`src/rtl/ram_dp_fifo_pkg.sv`:
```
// Shared sizing constants for the dual-port-RAM backed FIFO controller.
package ram_dp_fifo_pkg;

   localparam int unsigned DW_DEF   = 8;
   localparam int unsigned AW_DEF   = 6;
   localparam int unsigned DEPTH    = 2 ** AW_DEF;
   localparam int unsigned CAP      = DEPTH + 2;
   localparam int unsigned PTR_W    = AW_DEF;
   localparam int unsigned CNT_W    = AW_DEF + 1;
   localparam int unsigned OB_CNT_W = 2;

endpackage

```
`src/rtl/fifo_out_buf.sv`:
```
// Two-entry skid buffer holding words fetched from RAM port B; head is the
// registered first-word-fall-through output.
module fifo_out_buf
   import ram_dp_fifo_pkg::*;
#(
   parameter int unsigned DW = DW_DEF
) (
   input  logic                clk,
   input  logic                rst,
   input  logic                cap_valid,
   input  logic [DW-1:0]       cap_data,
   input  logic                pop,
   output logic                valid,
   output logic [DW-1:0]       data,
   output logic [OB_CNT_W-1:0] ob_cnt
);

   logic [DW-1:0]       head;
   logic [DW-1:0]       tail;
   logic [OB_CNT_W-1:0] cnt;

   always_ff @(posedge clk or posedge rst) begin
      if (rst) begin
         head <= '0;
         tail <= '0;
         cnt  <= '0;
      end else begin
         case ({cap_valid, pop})
            2'b10: begin
               if (cnt == '0) head <= cap_data;
               else           tail <= cap_data;
               cnt <= cnt + OB_CNT_W'(1);
            end
            2'b01: begin
               head <= tail;
               cnt  <= cnt - OB_CNT_W'(1);
            end
            2'b11: begin
               // Single entry: the new word becomes head directly; two entries shift.
               if (cnt == OB_CNT_W'(1)) begin
                  head <= cap_data;
               end else begin
                  head <= tail;
                  tail <= cap_data;
               end
            end
            default: ;
         endcase
      end
   end

   assign valid  = (cnt != '0);
   assign data   = head;
   assign ob_cnt = cnt;

   a_no_overflow : assert property (@(posedge clk) disable iff (rst)
      !(cap_valid && !pop && cnt == OB_CNT_W'(2)));

endmodule

```
`src/rtl/ram_dp_fifo_ctrl.sv`:
```
// FIFO controller driving a 64x8 dual-port RAM: port A writes, port B
// prefetches into a 2-entry output buffer for a FWFT consumer stream.
module ram_dp_fifo_ctrl
   import ram_dp_fifo_pkg::*;
#(
   parameter int unsigned DW = DW_DEF,
   parameter int unsigned AW = AW_DEF
) (
   input  logic          clk,
   input  logic          rst,
   input  logic          wr_valid_in,
   output logic          wr_ready_out,
   input  logic [DW-1:0] wr_data_in,
   output logic          rd_valid_out,
   input  logic          rd_ready_in,
   output logic [DW-1:0] rd_data_out,
   output logic [AW:0]   count_out,
   output logic          ram_we_a_out,
   output logic [AW-1:0] ram_addr_a_out,
   output logic [DW-1:0] ram_data_a_out,
   output logic          ram_we_b_out,
   output logic [AW-1:0] ram_addr_b_out,
   input  logic [DW-1:0] ram_data_b_in
);

   localparam logic [AW:0] FULL_CNT = (AW+1)'(2 ** AW);
   localparam logic [AW:0] CNT_ONE  = (AW+1)'(1);

   logic [AW-1:0]       wptr;
   logic [AW-1:0]       rptr;
   logic [AW:0]         ram_cnt;
   logic                inflight;
   logic [OB_CNT_W-1:0] ob_cnt;
   logic                push;
   logic                pop;
   logic                issue;
   logic [2:0]          occ_after;

   assign wr_ready_out = (ram_cnt != FULL_CNT);
   assign push         = wr_valid_in & wr_ready_out;
   assign pop          = rd_valid_out & rd_ready_in;

   // Buffer occupancy once this cycle's pop and pending capture settle; a new
   // read is only issued if its data is guaranteed a free slot.
   assign occ_after = 3'(ob_cnt) + 3'(inflight) - 3'(pop);
   assign issue     = (ram_cnt != '0) && (occ_after < 3'd2);

   assign ram_we_a_out   = push;
   assign ram_addr_a_out = wptr;
   assign ram_data_a_out = wr_data_in;
   assign ram_we_b_out   = 1'b0;
   assign ram_addr_b_out = rptr;

   assign count_out = ram_cnt + (AW+1)'(ob_cnt) + (AW+1)'(inflight);

   always_ff @(posedge clk or posedge rst) begin
      if (rst) begin
         wptr     <= '0;
         rptr     <= '0;
         ram_cnt  <= '0;
         inflight <= 1'b0;
      end else begin
         if (push)  wptr <= wptr + AW'(1);
         if (issue) rptr <= rptr + AW'(1);
         inflight <= issue;
         case ({push, issue})
            2'b10:   ram_cnt <= ram_cnt + CNT_ONE;
            2'b01:   ram_cnt <= ram_cnt - CNT_ONE;
            default: ;
         endcase
      end
   end

   fifo_out_buf #(.DW(DW)) u_out_buf (
      .clk       (clk),
      .rst       (rst),
      .cap_valid (inflight),
      .cap_data  (ram_data_b_in),
      .pop       (pop),
      .valid     (rd_valid_out),
      .data      (rd_data_out),
      .ob_cnt    (ob_cnt)
   );

endmodule

```
`config.mk`:
```
export PLATFORM = sky130hd
export DESIGN_NAME = ram_dp_fifo_ctrl
export DESIGN_NICKNAME = d
export VERILOG_FILES = /design/src/rtl/ram_dp_fifo_pkg.sv /design/src/rtl/fifo_out_buf.sv /design/src/rtl/ram_dp_fifo_ctrl.sv
export SDC_FILE = /design/constraint.sdc
export NUM_CORES = 1
export LEC_CHECK = 0
export CAP_MARGIN = 10
export CORE_MARGIN = 2
export CORE_UTILIZATION = 40
export DETAILED_ROUTE_END_ITERATION = 10
export GPL_TIMING_DRIVEN = 0
export PLACE_DENSITY = 0.75
export SLEW_MARGIN = 20
export SYNTH_ARGS = -nofsm -noshare
export SYNTH_HDL_FRONTEND = slang
export SYNTH_SLANG_ARGS = --single-unit
```
`constraint.sdc`:
```
create_clock -name clk -period 4.4 [get_ports clk]
set_input_delay 0.66 -clock clk [delete_from_list [all_inputs] [get_ports clk]]
set_output_delay 0.66 -clock clk [all_outputs]
set_load 0.02 [all_outputs]
```
==> results by group <==
Finish
  – Nets: 298
  – N_diodes: 0
  – Finished Layout Cells: 334
  – Core Util, Final: 55.5%
  – Share of layout cells above drive strength 1: 14.4%
  – Fin area: 2890 sq um
  – Synthesis-to-layout area growth: 32.3%

Floorplan
  – Initial core utilization: 42.0%
  – Die X-Extent: 77.9 microns
  – Placement Rows: 26
  – Core area: 5200 sq um
  – Die Y: 77.9 microns
  – Die area: 6070 sq um
  – Io pins: 59

Power and ir drop
  – Power Density: 893 nW/um^2
  – Max VDD drop: 0.497 mV
  – Pleak: 0.00127 uW

STA
  – Normalized max-slew margin: 56.8%
  – Final number of setup-violating endpoints: 0
  – Worst-Margin Slew: 0.647 ns
  – Slew Viols, Final: 0
  – Final hold viol count: 0
  – Layout Skew: 0.00681 ns
  – Highest Clock Rate: 249 MHz
  – Final period util: 91.2%
  – Min Tclk post-route: 4.01 ns
  – Unrepaired setup endpoints after global routing: false

Synth
  – Share of the synthesized area in the top cell type: 43.5%
  – Synth Flop Type: dfrtp_1
  – Ys async rst share: 100%
  – Synth Instances: 206
  – Yosys Warn Count: 0
  – Syn_area_per_cell: 10.6 sq um
  – Most common cell in the synthesized netlist: dfrtp_1
  – Post-synth top cells: 38 x dfrtp_1, 22 x nand2_1, 16 x xnor2_1, 15 x o21ai_0, 12 x inv_1
  – Sequential share of the synthesized area: 43.5%
  – EDFF count, synth: 0
  – #FFs+latches synth: 38
  – Syn_nets: 241
  – Cells taking the most area after synthesis: dfrtp_1 44%, xnor2_1 6.4%, ha_1 6.3%, mux2i_1 4.1%, mux2_2 4.1%
  – Syn Std Cell Area: 2180 sq um
  – Synth unique cells: 39
  – Yosys top cell by area: dfrtp_1

Clock tree
  – CTS tree: built
  – CTS Hold Buffers Added: 0
  – Root Buffer: clkbuf_8
  – Clk pin slew, worst setup/hold paths: 0.08 ns
  – Depth of the CTS H-tree: 2
  – Post-cts sizing count: 0
  – Number of buffers added for setup after CTS: 0
  – Worst-skew pair later-pin latency: 0.29 ns
  – Cts bufs inserted: 5
  – Clock tree buffer depth: 2
  – Clk sinks: 38

Worst hold path
  – Min-Delay Path Class: flop to flop

Critical path
  – CP bufs+invs: 4
  – Reg2reg end: ram_cnt[6]
  – Worst reg2reg path depth: 17
  – Cell depth of the worst setup path: 16
  – Critical path's top delay family: adder cells
  – Crit. Startpoint: rd_ready_in
  – Worst r2r src: u_out_buf.ob_cnt[1]
  – Critical Path Max Stage Delay: 0.49 ns
  – Crit Path Category: input port to flop
  – Worst Path Arrival: 4.23 ns
  – Req. time, crit path: 4.62 ns
  – Slowest library cell on the worst path: clkdlybuf4s50_1
  – Crit-path max FO: 9
  – Worst reg-to-reg setup slack: 0.49 ns
  – Critical Path, Cell by Cell: clkdlybuf4s50_1 -> nor2b_1 -> clkbuf_2 -> and2_1 -> o21ai_0 -> fa_1 -> xnor2_1 -> o311a_1 -> buf_6 -> ha_2 -> inv_1 -> fa_1 -> nand2b_1 -> a21o_1 -> a211oi_1 -> xnor2_1
  – CP startpoint kind: input port
  – Worst Setup EP: ram_cnt[6]
  – Critical Path Sink Type: flop

Routing
  – Routed WL per cell: 12.1 microns
  – Vias per inst: 4.86
  – Drt total wl: 4050 microns
  – Number of detailed-route iterations in the first pass: 4
  – Residual DRC: 0
  – Post-DRT Antenna Nets: 0
  – Routed vias: 1624
  – Initial DRC count: 65

Placed design
  – DP Area: 2790 sq um
  – # placed instances: 326
  – Port bufs: 49
  – DP HPWL: 3060 microns
  – Final GP Congestion: 0.857

GRT
  – Via count of the first global-routing pass: 1606
  – GRT Overall Usage: 15.0%
  – Largest net degree at the start of global routing: 22
  – First-pass GRT wire length: 7310 microns
  – Initial antenna violation count: 0
  – Overflow left after global routing: 0

Job
  – MaxCap Viol Count: 0

Run status
  – Outcome: finished, final reports clean
placed cells by master, fill, tap and decap left out, types with 2 or more instances in the layout:
master | synthesis | final
mux2i_1 | 9 | 9
a21o_1 | 2 | 2
a211oi_1 | 6 | 6
nor2b_1 | 2 | 2
xor2_1 | 5 | 5
nand4_1 | 4 | 4
mux2_2 | 8 | 8
o21a_1 | 2 | 2
a21oi_1 | 3 | 3
nand3_1 | 2 | 2
buf_4 | 9 | 9
and3_1 | 2 | 2
nand2_1 | 22 | 22
dfrtp_1 | 38 | 37
nand2b_1 | 3 | 3
o211ai_1 | 2 | 2
nor2_1 | 9 | 9
clkbuf_8 | 0 | 6
ha_1 | 11 | 10
clkbuf_1 | 4 | 3
xnor2_1 | 16 | 16
inv_1 | 12 | 11
o21ai_0 | 15 | 15
clkdlybuf4s50_1 | 0 | 49
fa_1 | 4 | 4
registers in the layout (all words and copies together) (netlist names):
name and flops:
u_out_buf.data 8, u_out_buf.tail 8, ram_cnt 7, ram_addr_a_out 6
ram_addr_b_out 6, u_out_buf.ob_cnt 2, inflight 1
where the power goes:
part	leakage, uW	internal [uW]	switching (uW)
registers	0.000459	536	158
clock network	0.0000472	126	126
logic	0.000764	801	836
total	0.00127	1460	1120
cell families (layout without fill, tap and decap cells):
kind of cell	count (synthesis)	after routing	share of synthesized area, %
compound gates	34	34	10.6
mux	18	18	8.93
xor+xnor	21	21	8.42
other cells	1	1	0.172
flops	38	38	43.5
simple gates	53	53	12.0
fa+ha+maj	15	15	9.97
buf+inv	26	84	6.36
layer usage:
layer	routed length (microns)	part of all wire, %	GRT usage (%)
met5	0	0	0
met1	1980	49	19.9
met4	44	1.1	3.51
met3	212	5.2	4.65
met2	1810	45	23.9
per-stage QoR:
step / TNS (ns) / hold slack, ns / setup slack [ns] / power, uW
6_report: 0 / 0.472 / 0.386 / 2580
5_1_grt: 0 / 0.504 / 0.0879 / 2830
3_3_place_gp: -0.0938 / 0.459 / -0.0938 / 2290
2_1_floorplan: 0 / 0.480 / 0.621 / 1810
4_1_cts: 0 / 0.477 / 0.203 / 2590
3_5_place_dp: -0.0963 / 0.468 / -0.0963 / 2330
worst min path at each step:
stage	start	to	slack, ns	cells after the start
final	ram_addr_b_out[5]	ram_addr_b_out[5]	0.47	1
after global routing	ram_addr_b_out[5]	ram_addr_b_out[5]	0.50	1
after CTS	ram_addr_b_out[5]	ram_addr_b_out[5]	0.48	1
after detailed placement	ram_addr_b_out[5]	ram_addr_b_out[5]	0.47	1
after global placement	ram_addr_a_out[5]	ram_addr_a_out[5]	0.46	1
after floorplan	u_out_buf.tail[0]	u_out_buf.tail[0]	0.48	1
final cells by class:
type,instances,area (sq um)
Tap cell,70,87.6
Timing Repair Buffer,50,518
Multi-Input combinational cell,142,1100
Clock inverter,2,12.5
Inverter,12,45.0
Fill cell,466,2310
Clock buffer,6,82.6
Sequential cell,38,952
Buffer,14,95.1
(Power assumes the default switching activity.)
